<file path="src/rtl/router_pkg.sv">
// Shared types, widths and helpers for the router packet transmitter.
package router_pkg;

  localparam int ADDR_W        = 2;
  localparam int LEN_W         = 6;
  localparam int NUM_PORTS     = 3;
  localparam int PKT_MAX_LEN   = 63;
  localparam int PKT_CHECK_CYC = 2;

  typedef enum logic [2:0] {
    ST_IDLE    = 3'd0,
    ST_HEADER  = 3'd1,
    ST_PAYLOAD = 3'd2,
    ST_PARITY  = 3'd3,
    ST_CHECK   = 3'd4
  } tx_state_e;

  function automatic logic [LEN_W+ADDR_W-1:0] pack_hdr(
    input logic [LEN_W-1:0]  len,
    input logic [ADDR_W-1:0] addr
  );
    return {len, addr};
  endfunction

endpackage

</file>
<file path="src/rtl/router_pkt_tx_if.sv">
// Host-side load/launch/status signals and router-side byte stream for router_pkt_tx.
interface router_pkt_tx_if;
  import router_pkg::*;

  logic              wr_en;
  logic [7:0]        wr_data;
  logic              start;
  logic [ADDR_W-1:0] addr;
  logic              busy;
  logic              err;
  logic              pkt_valid;
  logic [7:0]        data_out;
  logic              tx_busy;
  logic              wr_full;
  logic              done;
  logic              err_flag;
  logic              cmd_rej;

  modport master (
    output wr_en, wr_data, start, addr, busy, err,
    input  pkt_valid, data_out, tx_busy, wr_full, done, err_flag, cmd_rej
  );

  modport slave (
    input  wr_en, wr_data, start, addr, busy, err,
    output pkt_valid, data_out, tx_busy, wr_full, done, err_flag, cmd_rej
  );
endinterface

</file>
<file path="src/rtl/router_tx_buf.sv">
// Payload byte store: one synchronous write port, one combinational read port.
module router_tx_buf #(
  parameter int DEPTH  = 64,
  parameter int DATA_W = 8,
  parameter int ADDR_W = $clog2(DEPTH)
) (
  input  logic              clock,
  input  logic              i_we,
  input  logic [ADDR_W-1:0] i_waddr,
  input  logic [DATA_W-1:0] i_wdata,
  input  logic [ADDR_W-1:0] i_raddr,
  output logic [DATA_W-1:0] o_rdata
);

  logic [DATA_W-1:0] r_mem [DEPTH];

  always_ff @(posedge clock) begin
    if (i_we) begin
      r_mem[i_waddr] <= i_wdata;
    end
  end

  assign o_rdata = r_mem[i_raddr];

endmodule

</file>
<file path="src/rtl/router_pkt_tx.sv">
// Buffers host payload bytes and serialises header, payload and parity toward the router.
module router_pkt_tx
  import router_pkg::*;
#(
  parameter int MAX_LEN   = PKT_MAX_LEN,
  parameter int CHECK_CYC = PKT_CHECK_CYC
) (
  input logic            clock,
  input logic            resetn,
  router_pkt_tx_if.slave bus
);

  localparam logic [2:0] S_IDLE    = 3'(ST_IDLE);
  localparam logic [2:0] S_HEADER  = 3'(ST_HEADER);
  localparam logic [2:0] S_PAYLOAD = 3'(ST_PAYLOAD);
  localparam logic [2:0] S_PARITY  = 3'(ST_PARITY);
  localparam logic [2:0] S_CHECK   = 3'(ST_CHECK);

  localparam int               CNT_W    = (CHECK_CYC > 1) ? $clog2(CHECK_CYC) : 1;
  localparam logic [CNT_W-1:0] CHK_LAST = CNT_W'(CHECK_CYC - 1);
  localparam logic [LEN_W-1:0] FULL_CNT = LEN_W'(MAX_LEN);

  logic [2:0]       r_state;
  logic [LEN_W-1:0] r_count;
  logic [LEN_W-1:0] r_rd_ptr;
  logic [7:0]       r_hdr;
  logic [7:0]       r_parity;
  logic [CNT_W-1:0] r_chk_cnt;
  logic             r_done;
  logic             r_err_flag;
  logic             r_cmd_rej;

  logic             w_idle;
  logic             w_wr_ok;
  logic             w_start_legal;
  logic [LEN_W-1:0] w_len;
  logic [7:0]       w_rd_data;

  assign w_idle        = (r_state == S_IDLE);
  assign w_wr_ok       = w_idle && bus.wr_en && (r_count != FULL_CNT);
  assign w_start_legal = (r_count != '0) && (bus.addr < ADDR_W'(NUM_PORTS));
  assign w_len         = r_hdr[7:2];

  router_tx_buf #(
    .DEPTH  (64),
    .DATA_W (8)
  ) u_buf (
    .clock   (clock),
    .i_we    (w_wr_ok),
    .i_waddr (r_count),
    .i_wdata (bus.wr_data),
    .i_raddr (r_rd_ptr),
    .o_rdata (w_rd_data)
  );

  always_ff @(posedge clock or negedge resetn) begin
    if (!resetn) begin
      r_state    <= S_IDLE;
      r_count    <= '0;
      r_rd_ptr   <= '0;
      r_hdr      <= '0;
      r_parity   <= '0;
      r_chk_cnt  <= '0;
      r_done     <= 1'b0;
      r_err_flag <= 1'b0;
      r_cmd_rej  <= 1'b0;
    end else begin
      r_done    <= 1'b0;
      r_cmd_rej <= 1'b0;
      case (r_state)
        S_IDLE: begin
          // The header uses the pre-write count, so a same-cycle write is not part of this packet.
          if (w_wr_ok) begin
            r_count <= r_count + LEN_W'(1);
          end
          if (bus.start) begin
            if (w_start_legal) begin
              r_hdr   <= pack_hdr(r_count, bus.addr);
              r_state <= S_HEADER;
            end else begin
              r_cmd_rej <= 1'b1;
            end
          end
        end
        S_HEADER: begin
          if (!bus.busy) begin
            r_parity <= r_hdr;
            r_rd_ptr <= '0;
            r_state  <= S_PAYLOAD;
          end
        end
        S_PAYLOAD: begin
          if (!bus.busy) begin
            r_parity <= r_parity ^ w_rd_data;
            if (r_rd_ptr == w_len - LEN_W'(1)) begin
              r_state <= S_PARITY;
            end else begin
              r_rd_ptr <= r_rd_ptr + LEN_W'(1);
            end
          end
        end
        S_PARITY: begin
          if (!bus.busy) begin
            r_chk_cnt <= '0;
            r_state   <= S_CHECK;
          end
        end
        S_CHECK: begin
          if (r_chk_cnt == CHK_LAST) begin
            r_err_flag <= bus.err;
            r_done     <= 1'b1;
            r_count    <= '0;
            r_state    <= S_IDLE;
          end else begin
            r_chk_cnt <= r_chk_cnt + CNT_W'(1);
          end
        end
        default: r_state <= S_IDLE;
      endcase
    end
  end

  // Byte outputs decode straight from registered state, so they are stable while busy holds it.
  always_comb begin
    bus.data_out  = 8'h00;
    bus.pkt_valid = 1'b0;
    case (r_state)
      S_HEADER: begin
        bus.data_out  = r_hdr;
        bus.pkt_valid = 1'b1;
      end
      S_PAYLOAD: begin
        bus.data_out  = w_rd_data;
        bus.pkt_valid = 1'b1;
      end
      S_PARITY: begin
        bus.data_out  = r_parity;
        bus.pkt_valid = 1'b0;
      end
      default: begin
        bus.data_out  = 8'h00;
        bus.pkt_valid = 1'b0;
      end
    endcase
  end

  assign bus.tx_busy  = !w_idle;
  assign bus.wr_full  = (r_count == FULL_CNT);
  assign bus.done     = r_done;
  assign bus.err_flag = r_err_flag;
  assign bus.cmd_rej  = r_cmd_rej;

endmodule

</file>
<file path="src/flat_wrapper.sv">
// flat-port wrapper written by rule: the top's interface ports become plain ports
module router_pkt_tx_flat import router_pkg::*;
#(
  parameter int MAX_LEN   = PKT_MAX_LEN,
  parameter int CHECK_CYC = PKT_CHECK_CYC
)
  (clock, resetn, bus_wr_en, bus_wr_data, bus_start, bus_addr, bus_busy, bus_err, bus_pkt_valid, bus_data_out, bus_tx_busy, bus_wr_full, bus_done, bus_err_flag, bus_cmd_rej);
  router_pkt_tx_if bus_i ();
  input logic clock;
  input logic resetn;
  input wire logic [$bits(bus_i.wr_en)-1:0] bus_wr_en;
  input wire logic [$bits(bus_i.wr_data)-1:0] bus_wr_data;
  input wire logic [$bits(bus_i.start)-1:0] bus_start;
  input wire logic [$bits(bus_i.addr)-1:0] bus_addr;
  input wire logic [$bits(bus_i.busy)-1:0] bus_busy;
  input wire logic [$bits(bus_i.err)-1:0] bus_err;
  output wire logic [$bits(bus_i.pkt_valid)-1:0] bus_pkt_valid;
  output wire logic [$bits(bus_i.data_out)-1:0] bus_data_out;
  output wire logic [$bits(bus_i.tx_busy)-1:0] bus_tx_busy;
  output wire logic [$bits(bus_i.wr_full)-1:0] bus_wr_full;
  output wire logic [$bits(bus_i.done)-1:0] bus_done;
  output wire logic [$bits(bus_i.err_flag)-1:0] bus_err_flag;
  output wire logic [$bits(bus_i.cmd_rej)-1:0] bus_cmd_rej;
  assign bus_i.wr_en = bus_wr_en;
  assign bus_i.wr_data = bus_wr_data;
  assign bus_i.start = bus_start;
  assign bus_i.addr = bus_addr;
  assign bus_i.busy = bus_busy;
  assign bus_i.err = bus_err;
  assign bus_pkt_valid = bus_i.pkt_valid;
  assign bus_data_out = bus_i.data_out;
  assign bus_tx_busy = bus_i.tx_busy;
  assign bus_wr_full = bus_i.wr_full;
  assign bus_done = bus_i.done;
  assign bus_err_flag = bus_i.err_flag;
  assign bus_cmd_rej = bus_i.cmd_rej;
  router_pkt_tx #(.MAX_LEN(MAX_LEN), .CHECK_CYC(CHECK_CYC)) u_core (.clock(clock), .resetn(resetn), .bus(bus_i));
endmodule
</file>
<file path="config.mk">
export PLATFORM = sky130hd
export DESIGN_NAME = router_pkt_tx_flat
export DESIGN_NICKNAME = d
export VERILOG_FILES = /design/src/rtl/router_pkg.sv /design/src/rtl/router_pkt_tx_if.sv /design/src/rtl/router_tx_buf.sv /design/src/rtl/router_pkt_tx.sv /design/src/flat_wrapper.sv
export SDC_FILE = /design/constraint.sdc
export NUM_CORES = 1
export LEC_CHECK = 0
export CAP_MARGIN = 10
export CORE_ASPECT_RATIO = 2
export CORE_MARGIN = 3
export CORE_UTILIZATION = 60
export CTS_BUF_LIST = sky130_fd_sc_hd__clkbuf_8
export CTS_CLUSTER_SIZE = 40
export DETAILED_ROUTE_END_ITERATION = 7
export HOLD_SLACK_MARGIN = 0.02
export PLACE_DENSITY = 0.86
export SYNTH_ARGS = -nofsm -noshare
export SYNTH_HDL_FRONTEND = slang
export SYNTH_SLANG_ARGS = --single-unit
</file>
<file path="constraint.sdc">
create_clock -name clock -period 2.7 [get_ports clock]
set_input_delay 0.405 -clock clock [delete_from_list [all_inputs] [get_ports clock]]
set_output_delay 0.405 -clock clock [all_outputs]
set_load 0.05 [all_outputs]
</file>
==> impl_metrics.csv <==
group,metric,value,unit
outcome,status,"finished, violations left",
outcome,violations,"setup timing",
floorplanning,core-area,0.03667,mm²
timing,timing.final.crit_share,134.2,%
synthesis,ys_ff_latch,547,
floorplanning,dieWidth,142.5,µm
setup_path,critical_path.startpoint_type,"register",
clocking,cts_hold_buf,0,
synthesis,syn-cell-area,0.02236,mm²
timing,fin_crit,3.624,ns
timing,rsz0062_at_grt,"yes",
synthesis,synth_edf_count,512,
pwr,power_density,1085,mW/mm²
setup_path,path_class,"register to primary output",
setup_path,cp_top_family,"compound AO/OA/AOI/OAI gates",
cells_and_area,final_cell_mix,"512 x edfxtp_1, 194 x buf_4, 131 x mux2i_1",
global_route,grt_pass1_wl,88730,µm
clocking,cts_tree,"yes",
global_route,grt-ovfl-total,0,
cells_and_area,utilization,72.66,%
synthesis,ys_seq_area_share,72.68,%
cells_and_area,mostFrequentLayoutCell,"edfxtp_1",
global_route,grt_max_degree,65,
setup_path,crit_path_end_kind,"primary output",
timing,max_freq,276.0,MHz
cells_and_area,area_growth,19.14,%
timing,layout_setup_ws,-0.9237,ns
timing,setup_viol,14,
pwr,p_leak,9.301,nW
cells_and_area,finalNetCount,1531,
setup_path,critPathMaxFanout,15,
floorplanning,fp.dieArea,0.03976,mm²
synthesis,syn-instance-count,1264,
global_route,grtUsageTotal,30.63,%
floorplanning,die_y,279,µm
drt,final_antenna_net_count,0,
drt,vias_per_cell,6.853,
clocking,clockRootBuffer,"clkbuf_8",
clocking,cts_max_level,3,
worst_hold_path,hold_class,"primary input to async pin",
synthesis,yosysTopAreaCell,"edfxtp_1",
place,pre_cts_ws,-0.7915,ns
synthesis,synth_cell_type_count,62,
timing,fin_skew,0.04152,ns
place,dp_hpwl,37150,µm
synthesis,synthArstFlopShare,6.399,%
setup_path,reg2reg_setup_slack,-0.08,ns
global_route,grt_pass1_vias,14050,
setup_path,critPathArrivalTime,3.22,ns
floorplanning,start_util,60.98,%
setup_path,worstPathRequired,2.30,ns
setup_path,cp_slowest_cell,"a311oi_2",
drt,wl_per_cell,30.97,µm
timing,finalHoldViolCount,0,
place,gp_congestion,0.9387,
setup_path,cp_num_cells,11,
setup_path,startpoint,"u_core.r_rd_ptr[1]",
drt,drc,0,
drt,wirelength,62410,µm
setup_path,crit_buf_inv,5,
clocking,clk_pin_slew,0.08,ns
flow_run,max_cap_viol_count,0,
drt,via_count,13810,
synthesis,yosysTopAreaCellShare,68.76,%
synthesis,synthesis.nets,1284,
timing,slew_violations,0,
clocking,insertion_delay,0.64,ns
cells_and_area,drive_gt1_share,31.60,%
clocking,numCtsBuffers,70,
drt,drt_pass1_iterations,7,
place,port_buffers,29,
floorplanning,io_pins,30,
setup_path,crit_end,"bus_data_out[3]",
synthesis,syn_area_per_cell,17.69,µm²
global_route,antenna_found_initial,1,
setup_path,crit_top_cell,"buf_4",
drt,detail_route.iter0.violations,1698,
synthesis,ys_warn_count,0,
setup_path,r2r-start,"u_core.r_rd_ptr[0]",
setup_path,r2r_end,"u_core.r_parity[6]",
clocking,clockBufferDepth,3,
setup_path,worstRegToRegCells,9,
timing,slew_headroom,46.77,%
setup_path,max_stage_delay,0.53,ns
timing,worst_pin_slew,0.7984,ns
pwr,vdd_drop_max,0.0004853,V
cells_and_area,fin_cells,2015,
setup_path,crit_chain,"buf_4, nand3b_1, buf_4, buf_6, o221ai_1, buf_4, a211oi_2, a311oi_2, o21ai_2, o21ai_2, buf_12",
floorplanning,fp-row-count,99,
clocking,clock_sinks,547,
synthesis,synthFlopType,"edfxtp_1",
place,post-place-cells,1872,
synthesis,ys_top_cells_by_area,"edfxtp_1 69%, mux4_2 6.0%, mux2i_1 6.0%",
[registers in the layout, summed over array words and instances (netlist names)]
name,cells
u_core.u_buf.r_mem,512
u_core.r_hdr,8
u_core.r_parity,8
u_core.r_count,6
u_core.r_rd_ptr,6
u_core.r_state,3
u_core.bus.cmd_rej,1
u_core.bus.done,1
u_core.bus.err_flag,1
u_core.r_chk_cnt,1
[timing repair]
item / in CTS / in global routing
pin swaps: 12 / 23
resized for setup: 66 / 42
buffers inserted: 9 / 12
hold endpoints to repair: 0 / 0
gates cloned: 2 / 1
endpoints found under the setup margin: 17 / 14
[cell families (layout without fill, tap and decap cells)]
| logic type | Yosys count | after routing | share of synthesized area (%) |
|---|---|---|---|
| AO/OA/AOI/OAI | 211 | 211 | 6.782 |
| buffers and inverters | 94 | 390 | 2.871 |
| flip-flops | 547 | 547 | 72.68 |
| multiplexers | 208 | 208 | 13.15 |
| XOR/XNOR | 10 | 10 | 0.3917 |
| other | 0 | 1 | 0 |
| AND/OR/NAND/NOR | 190 | 190 | 3.900 |
| adder cells (fa/ha/maj) | 4 | 4 | 0.2238 |
[layout make-up]
class | count | area, µm²
clock inverters | 49 | 503.0
well taps | 454 | 568.0
multi-input cells | 623 | 5896
fillers | 1903 | 10030
flip-flops and latches | 547 | 16260
clock buffers | 72 | 991.0
repair buffers | 256 | 2374
inverters | 13 | 48.80
diodes | 1 | 2.502
[routing by layer]
layer	routed length (µm)	GRT usage [%]	vias up
met5	0	0	-
met4	5863	21.88	0
met3	5560	6.221	316
met2	31930	52.22	1066
met1	19050	33.59	6849
li1	-	-	5578
[synthesized netlist by cell type (all sizes together), types with 2 or more instances]
cell / instances
or3b: 3
a311oi: 7
mux2i: 134
nor2: 98
nand2b: 5
mux2: 8
a21oi: 41
nand4: 2
o21ai: 52
o22ai: 10
a31o: 7
a211o: 3
a22o: 6
nor2b: 6
nor3: 4
or3: 13
o211ai: 4
ha: 4
clkbuf: 40
o221ai: 24
and2: 7
a211oi: 8
nand2: 28
dfrtp: 35
a2bb2oi: 7
nand3: 11
a221oi: 31
nand3b: 6
and3: 4
o31ai: 2
edfxtp: 512
mux4: 66
xnor2: 4
inv: 13
or2: 2
xor2: 6
buf: 41
[stage by stage]
step / cell area [µm²] / power [mW] / setup TNS [ns] / hold slack [ns]
6_report: 26640 / 28.92 / -6.939 / 0.2065
3_3_place_gp: 24440 / 20.25 / -3.131 / 0.4977
3_5_place_dp: 24440 / 20.52 / -3.677 / 0.5002
4_1_cts: 26360 / 27.90 / -5.989 / 0.1877
5_1_grt: 26640 / 29.65 / -7.442 / 0.2068
2_1_floorplan: 22390 / 16.33 / 0 / 0.1094
[worst min path at each step]
stage	endpoint	startpoint	cells past startpoint	slack (ns)
global placement	u_core.bus.err_flag	u_core.bus.err_flag	1	0.50
global route	u_core.r_parity[6]	resetn	2	0.21
CTS	u_core.r_parity[7]	resetn	2	0.19
floorplan	u_core.bus.cmd_rej	resetn	0	0.11
detailed placement	u_core.bus.err_flag	u_core.bus.err_flag	1	0.50
finish	u_core.r_parity[6]	resetn	2	0.21
[worst register-to-register path, delay by kind of cell, from the launching register on]
kind                   cells  cell delay, ns
buffers and inverters      4            0.63
AND/OR/NAND/NOR            1            0.33
flip-flops                 1            0.47
AO/OA/AOI/OAI              3            0.69
multiplexers               1            0.53
[where the power goes]
group	internal [mW]	switching, mW	total (mW)	leakage, nW
Clock	3.55	3.04	6.59	0.788
Combinational	5.48	6.83	12.3	3.49
Sequential	9.58	0.439	10.0	5.03
No activity file was read; power rests on OpenSTA's default activity.
